## src/rtl/button_entry_pkg.sv

```systemverilog
// Shared types and width helpers for the push-button word-entry front end.
// Pure declarations: no logic, no latency, no flow control.
package button_entry_pkg;

    typedef enum logic {
        ENTRY = 1'b0,
        FULL  = 1'b1
    } state_e;

    // Bits needed to hold any value 0..n inclusive (never less than one bit).
    function automatic int cnt_w(input int n);
        return (n < 1) ? 1 : $clog2(n + 1);
    endfunction

endpackage

```

## src/rtl/btn_debounce_edge.sv

```systemverilog
// Raw button -> 2-FF sync -> stability counter -> debounced level with press/release pulses.
// Pulses appear DEBOUNCE_CYCLES+2 edges after a clean raw change; no backpressure.
module btn_debounce_edge
    import button_entry_pkg::*;
#(
    parameter int DEBOUNCE_CYCLES = 1_000_000
) (
    input  logic clk,
    input  logic rst,
    input  logic btn_i,
    output logic press_o,
    output logic release_o
);

    localparam int CW = cnt_w(DEBOUNCE_CYCLES);
    localparam logic [CW-1:0] CNT_LAST = CW'(DEBOUNCE_CYCLES - 1);

    logic          sync1_q, sync2_q;
    logic          level_q, level_d;
    logic          press_q, press_d;
    logic          rel_q, rel_d;
    logic [CW-1:0] cnt_q, cnt_d;

    always_comb begin
        level_d = level_q;
        cnt_d   = '0;
        press_d = 1'b0;
        rel_d   = 1'b0;
        // Any sample agreeing with the current level restarts the stability window.
        if (sync2_q != level_q) begin
            if (cnt_q == CNT_LAST) begin
                level_d = sync2_q;
                press_d = sync2_q;
                rel_d   = ~sync2_q;
            end else begin
                cnt_d = cnt_q + CW'(1);
            end
        end
    end

    always_ff @(posedge clk or posedge rst) begin
        if (rst) begin
            sync1_q <= 1'b0;
            sync2_q <= 1'b0;
            level_q <= 1'b0;
            press_q <= 1'b0;
            rel_q   <= 1'b0;
            cnt_q   <= '0;
        end else begin
            sync1_q <= btn_i;
            sync2_q <= sync1_q;
            level_q <= level_d;
            press_q <= press_d;
            rel_q   <= rel_d;
            cnt_q   <= cnt_d;
        end
    end

    assign press_o   = press_q;
    assign release_o = rel_q;

endmodule

```

## src/rtl/button_word_entry.sv

```systemverilog
// Debounced three-button word entry: shift register + FSM, LED fill, valid/ready word out.
// Optional BUTTON_WORD_ENTRY_PARITY_EN adds a trailing even-parity entry; word_valid holds until accepted.
module button_word_entry
    import button_entry_pkg::*;
#(
    parameter int WIDTH           = 8,
    parameter int DEBOUNCE_CYCLES = 1_000_000,
    parameter int HOLD_CYCLES     = 150_000_000
) (
    input  logic                       clk,
    input  logic                       rst,
    input  logic                       logic0_button,
    input  logic                       logic1_button,
    input  logic                       activity_button,
    output logic [WIDTH-1:0]           word,
    output logic                       word_valid,
    input  logic                       word_ready,
    output logic [WIDTH-1:0]           led,
    output logic [$clog2(WIDTH+1)-1:0] bit_count,
    output logic                       activity_reset,
    output logic                       entry_err,
    output logic                       parity_err
);

    localparam int CNT_W = $clog2(WIDTH + 1);
    localparam int TW    = cnt_w(HOLD_CYCLES);
    localparam logic [CNT_W-1:0] CNT_FULL  = CNT_W'(WIDTH);
    localparam logic [TW-1:0]    HOLD_LAST = TW'(HOLD_CYCLES - 1);

    logic p0, p1, pa, r0, r1, ra;
    logic unused_releases;

    btn_debounce_edge #(.DEBOUNCE_CYCLES(DEBOUNCE_CYCLES)) u_db0 (
        .clk(clk), .rst(rst), .btn_i(logic0_button), .press_o(p0), .release_o(r0));
    btn_debounce_edge #(.DEBOUNCE_CYCLES(DEBOUNCE_CYCLES)) u_db1 (
        .clk(clk), .rst(rst), .btn_i(logic1_button), .press_o(p1), .release_o(r1));
    btn_debounce_edge #(.DEBOUNCE_CYCLES(DEBOUNCE_CYCLES)) u_dba (
        .clk(clk), .rst(rst), .btn_i(activity_button), .press_o(pa), .release_o(ra));

    assign unused_releases = r0 ^ r1;

    state_e           state_q, state_d;
    logic [WIDTH-1:0] shreg_q, shreg_d;
    logic [CNT_W-1:0] cnt_q, cnt_d;
    logic             valid_q, valid_d;
    logic [TW-1:0]    timer_q, timer_d;
    logic             armed_q, armed_d;
    logic             ee_q, ee_d;
    logic             pe_q, pe_d;
    logic             ar_q, ar_d;
    logic             backspace, fire;
    logic [WIDTH-1:0] shifted;

    assign shifted = (shreg_q << 1) | WIDTH'(p1);

    always_comb begin
        state_d   = state_q;
        shreg_d   = shreg_q;
        cnt_d     = cnt_q;
        valid_d   = valid_q;
        timer_d   = timer_q;
        armed_d   = armed_q;
        ee_d      = 1'b0;
        pe_d      = 1'b0;
        ar_d      = 1'b0;
        backspace = 1'b0;
        fire      = 1'b0;

        // Hold timer: armed on press, disarmed by release or by firing, so one pulse per hold.
        if (pa) begin
            armed_d = 1'b1;
            timer_d = '0;
        end else if (armed_q) begin
            if (ra) begin
                armed_d   = 1'b0;
                backspace = 1'b1;
            end else if (timer_q == HOLD_LAST) begin
                armed_d = 1'b0;
                fire    = 1'b1;
            end else begin
                timer_d = timer_q + TW'(1);
            end
        end

        if (fire) begin
            ar_d    = 1'b1;
            state_d = ENTRY;
            shreg_d = '0;
            cnt_d   = '0;
            valid_d = 1'b0;
        end else begin
            case (state_q)
                ENTRY: begin
                    if (p0 && p1) begin
                        ee_d = 1'b1;
                    end else if (p0 || p1) begin
`ifdef BUTTON_WORD_ENTRY_PARITY_EN
                        // With all data bits in, the next entry is the even-parity bit.
                        if (cnt_q == CNT_FULL) begin
                            if (p1 == (^shreg_q)) begin
                                state_d = FULL;
                                valid_d = 1'b1;
                            end else begin
                                shreg_d = '0;
                                cnt_d   = '0;
                                pe_d    = 1'b1;
                            end
                        end else begin
                            shreg_d = shifted;
                            cnt_d   = cnt_q + CNT_W'(1);
                        end
`else
                        shreg_d = shifted;
                        cnt_d   = cnt_q + CNT_W'(1);
                        if (cnt_q == CNT_FULL - CNT_W'(1)) begin
                            state_d = FULL;
                            valid_d = 1'b1;
                        end
`endif
                    end else if (backspace && (cnt_q != '0)) begin
                        shreg_d = shreg_q >> 1;
                        cnt_d   = cnt_q - CNT_W'(1);
                    end
                end
                FULL: begin
                    if (p0 || p1) begin
                        ee_d = 1'b1;
                    end
                    if (valid_q && word_ready) begin
                        state_d = ENTRY;
                        shreg_d = '0;
                        cnt_d   = '0;
                        valid_d = 1'b0;
                    end
                end
                default: state_d = ENTRY;
            endcase
        end
    end

    always_ff @(posedge clk or posedge rst) begin
        if (rst) begin
            state_q <= ENTRY;
            shreg_q <= '0;
            cnt_q   <= '0;
            valid_q <= 1'b0;
            timer_q <= '0;
            armed_q <= 1'b0;
            ee_q    <= 1'b0;
            pe_q    <= 1'b0;
            ar_q    <= 1'b0;
        end else begin
            state_q <= state_d;
            shreg_q <= shreg_d;
            cnt_q   <= cnt_d;
            valid_q <= valid_d;
            timer_q <= timer_d;
            armed_q <= armed_d;
            ee_q    <= ee_d;
            pe_q    <= pe_d;
            ar_q    <= ar_d;
        end
    end

    always_comb begin
        led = '0;
        for (int i = 0; i < WIDTH; i++) begin
            led[i] = (cnt_q > CNT_W'(i));
        end
    end

    assign word           = shreg_q;
    assign word_valid     = valid_q;
    assign bit_count      = cnt_q;
    assign activity_reset = ar_q;
    assign entry_err      = ee_q;
    assign parity_err     = pe_q;

endmodule

```

## config.mk

```make
export PLATFORM = sky130hd
export DESIGN_NAME = button_word_entry
export DESIGN_NICKNAME = d
export VERILOG_FILES = /design/src/rtl/button_entry_pkg.sv /design/src/rtl/btn_debounce_edge.sv /design/src/rtl/button_word_entry.sv
export SDC_FILE = /design/constraint.sdc
export NUM_CORES = 1
export LEC_CHECK = 0
export CAP_MARGIN = 20
export CORE_MARGIN = 2
export CORE_UTILIZATION = 65
export DETAILED_ROUTE_END_ITERATION = 16
export PLACE_DENSITY_LB_ADDON = 0.08
export SYNTH_ARGS = -nofsm -noshare
export SYNTH_HDL_FRONTEND = slang
export SYNTH_SLANG_ARGS = --single-unit
```

## constraint.sdc

```tcl
create_clock -name clk -period 11.3 [get_ports clk]
set_clock_uncertainty 0.05 [all_clocks]
set_input_delay 3.39 -clock clk [delete_from_list [all_inputs] [get_ports clk]]
set_output_delay 3.39 -clock clk [all_outputs]
set_load 0.05 [all_outputs]
```

==> metrics.yaml <==
timing:
  report.final.hold_viol_count: 0
  period_needed_ns: 5.87
  final.setup.worst_slack_ns: 5.43
  timing_max_transition_violations_final: 0
  slew-limit-headroom: 0.392
  setup_viol_count_final: 0
  max_freq_ghz: 0.170
  timing.final.crit_share: 0.519
  setup_tns_ns: 0
  rsz_0062_raised_after_global_routing: "no"
  worst_slew_pin_slew_ns: 0.904
global_route:
  grt.total_usage: 0.266
  gr-usage-met1: 0.358
  global_route.usage.met2: 0.432
  gr-usage-met3: 0.0511
  grt_busiest_layer: "met2"
  grt_overflow_total: 0
  grt_max_degree: 85
  antenna_violations_before_repair: 0
  grt_first_pass_wirelength_mm: 20.9
  number_of_global_route_vias_before_repair: 4463
worst_hold_path:
  hold_path.class: "reg -> reg"
worst_setup_path:
  worstPathMaxFanout: 8
  crit_path_start_kind: "register"
  wp_data_required_ns: 7.86
  critical_path_start_end_classification: "reg -> out"
  critPathCaptureType: "output port"
  worst-endpoint-arrival_ns: 2.43
place:
  port_buffer_count: 28
  dpl.cell_count: 712
  place.gp.congestion: 0.821
  placement.cell_area_sq_um: 6170
  pre_cts_ws_ns: 5.99
  detailedPlacementHpwl_mm: 7.49
cts:
  root_buffer_selected_by_cts: "sky130_fd_sc_hd__clkbuf_8"
  clock_tree_from_tritoncts: "done"
  setup_fix_bufs_post_cts: 0
  clock_latency_ns: 0.51
  cts_resized: 0
  htree_num_levels: 4
  holdBufCountCts: 0
  cts.path.max_buffers: 2
  cts_buffers: 17
  path_clk_slew_ns: 0.06
  cts_sinks: 118
floorplanning:
  initial_utilization: 0.670
  fp.dieArea_sq_um: 9720
  floorplan.core_area_sq_um: 8680
  die_w_um: 98.6
  die_height_um: 98.6
  num_io_pins: 30
  num_rows: 34
layout:
  post-route-cell-area_sq_um: 6790
  area.sequential_sq_um: 2950
  n_fill_cell: 570
  total_inserted_antenna_cells: 0
  area_of_the_multi_input_gates_sq_um: 2720
  non_filler_cells_final: 743
  area.growth.synth_to_final_pct: 16.8
  layout_commonest_cell: "sky130_fd_sc_hd__dfrtp_1"
  most_frequent_cells_in_the_layout: "118 x sky130_fd_sc_hd__dfrtp_1, 103 x sky130_fd_sc_hd__nor2_1, 53 x sky130_fd_sc_hd__xor2_1"
  layout-drive-gt1-share: 0.0850
  design.final.nets: 640
logic_synthesis:
  synth.avg_cell_area_sq_um: 9.82
  yosysSeqAreaShare: 0.508
  synthArstFlopShare: 1.00
  synth_largest_type_area_fraction: 0.508
  synth_enable_flop_cells: 0
  synth.ff_latch_count: 118
  post_synth_num_cell_types: 52
  synthCells: 592
  postSynth.topFlopCell: "sky130_fd_sc_hd__dfrtp_1"
  syn-num-nets: 607
  netlist.top_cell.by_area: "sky130_fd_sc_hd__dfrtp_1"
  synthesis.yosys.warnings: 0
  synth_area_sq_um: 5820
  synthTopCellsByArea: "sky130_fd_sc_hd__dfrtp_1 51%, sky130_fd_sc_hd__xor2_1 8.0%, sky130_fd_sc_hd__nor2_1 6.6%"
detailed_routing:
  ant_nets: 0
  post-route-drc-count: 0
  post_route_wl_mm: 12.1
  routed-via-count: 4438
  detailedRoute.firstIterationViolations: 232
  detail_route.first_pass.iterations: 5
  drt-wirelength-per-cell_um: 16.3
  vias_per_cell: 5.97
pwr:
  ir_drop_v: 0.000107
  power_per_cell_area_nw_per_um2: 146
  total_leakage_power_nw: 3.09
job:
  drv_cap: 0
status:
  run_status: "finished clean"
-- worst max-delay path: stages, from the launching register on --
cell                              delay [ns]
sky130_fd_sc_hd__dfrtp_1                0.48
sky130_fd_sc_hd__inv_1                  0.15
sky130_fd_sc_hd__ha_1                   0.26
sky130_fd_sc_hd__nor2_1                 0.12
sky130_fd_sc_hd__a21o_1                 0.12
sky130_fd_sc_hd__clkdlybuf4s50_1        0.79
-- worst paths after layout --
path                                             to  slack, ns                startpoint  depth (start not counted)
min in group asynchronous   timer_q[24]$_DFFE_PP0P_       3.21                       rst                          2
setup reg to reg           bit_count[1]$_DFFE_PP0P_       9.00    timer_q[0]$_DFFE_PP0P_                          6
setup / recovery                             led[5]       5.43  bit_count[1]$_DFFE_PP0P_                          5
max in group asynchronous       word[4]$_DFFE_PP0P_       6.92                       rst                          4
hold / removal              u_dba.sync2_q$_DFF_PP0_       0.29   u_dba.sync1_q$_DFF_PP0_                          0
hold reg to reg             u_dba.sync2_q$_DFF_PP0_       0.29   u_dba.sync1_q$_DFF_PP0_                          0
-- report_power, final --
group,switching (mW),total [mW],leakage [nW],internal (mW)
Sequential,0.00357,0.430,1.58,0.427
Clock,0.185,0.540,0.288,0.355
Combinational,0.0149,0.0208,1.23,0.00589
Total,0.203,0.991,3.09,0.787
-- Yosys cell counts, types with 2 or more instances --
cell type                   instances
sky130_fd_sc_hd__nor2b_1            3
sky130_fd_sc_hd__nor3_1             7
sky130_fd_sc_hd__mux2_2             5
sky130_fd_sc_hd__or2_2              3
sky130_fd_sc_hd__xor2_1            53
sky130_fd_sc_hd__a2111oi_0          2
sky130_fd_sc_hd__nor2_1           103
sky130_fd_sc_hd__inv_1             11
sky130_fd_sc_hd__and2_1             3
sky130_fd_sc_hd__xnor2_1           27
sky130_fd_sc_hd__nand4_1           30
sky130_fd_sc_hd__nand3_1           42
sky130_fd_sc_hd__a21oi_1           18
sky130_fd_sc_hd__o21ai_0            6
sky130_fd_sc_hd__nor4_1             9
sky130_fd_sc_hd__buf_2              4
sky130_fd_sc_hd__a21o_1             9
sky130_fd_sc_hd__nand2_1           46
sky130_fd_sc_hd__and4_1             7
sky130_fd_sc_hd__a31o_2             3
sky130_fd_sc_hd__nor3b_1            5
sky130_fd_sc_hd__and4b_1            2
sky130_fd_sc_hd__buf_1              2
sky130_fd_sc_hd__and3_1            19
sky130_fd_sc_hd__dfrtp_1          118
sky130_fd_sc_hd__nand2b_1           4
sky130_fd_sc_hd__buf_6              2
sky130_fd_sc_hd__or4_1              3
sky130_fd_sc_hd__clkbuf_1          11
sky130_fd_sc_hd__ha_1               9
sky130_fd_sc_hd__a211oi_1           3
sky130_fd_sc_hd__nor4b_1            3
-- routing by layer --
layer | vias to the layer above | part of all wire
li1 | 2102 | -
met1 | 2197 | 0.44
met2 | 118 | 0.50
met3 | 21 | 0.038
met4 | 0 | 0.017
met5 | - | 0
-- per-stage QoR --
stage                     hold slack [ns]  total power [mW]   util
after detailed placement            0.289             0.457  0.711
after global routing                0.303              1.02  0.783
after floorplan                     0.281             0.451      -
after CTS                           0.297             0.995  0.779
after global placement              0.284             0.456  0.709
final                               0.293             0.991  0.783
-- registers in the layout, summed over array words and instances, names as in the netlist, 4 cells and up --
| signal | count |
|---|---|
| bit_count | 4 |
| timer_q | 28 |
| u_db0.cnt_q | 20 |
| u_db1.cnt_q | 20 |
| u_dba.cnt_q | 20 |
| word | 8 |
-- cell type report --
type,count,share of cell area
inverters,11,0.00645
clock buffers,21,0.0691
repair buffers,34,0.0510
clock inverters,8,0.0182
well taps,108,0.0199
multi-input cells,443,0.401
flip-flops and latches,118,0.435
-- cells by family after synthesis --
family          count (synthesis)  synth area share
simple gates                  298             0.261
flops                         118             0.508
xor+xnor                       80             0.120
compound gates                 49            0.0551
buf+inv                        31            0.0241
fa+ha+maj                       9            0.0194
mux                             6            0.0114
other cells                     1          0.000645
No activity file was read; power rests on OpenSTA's default activity.
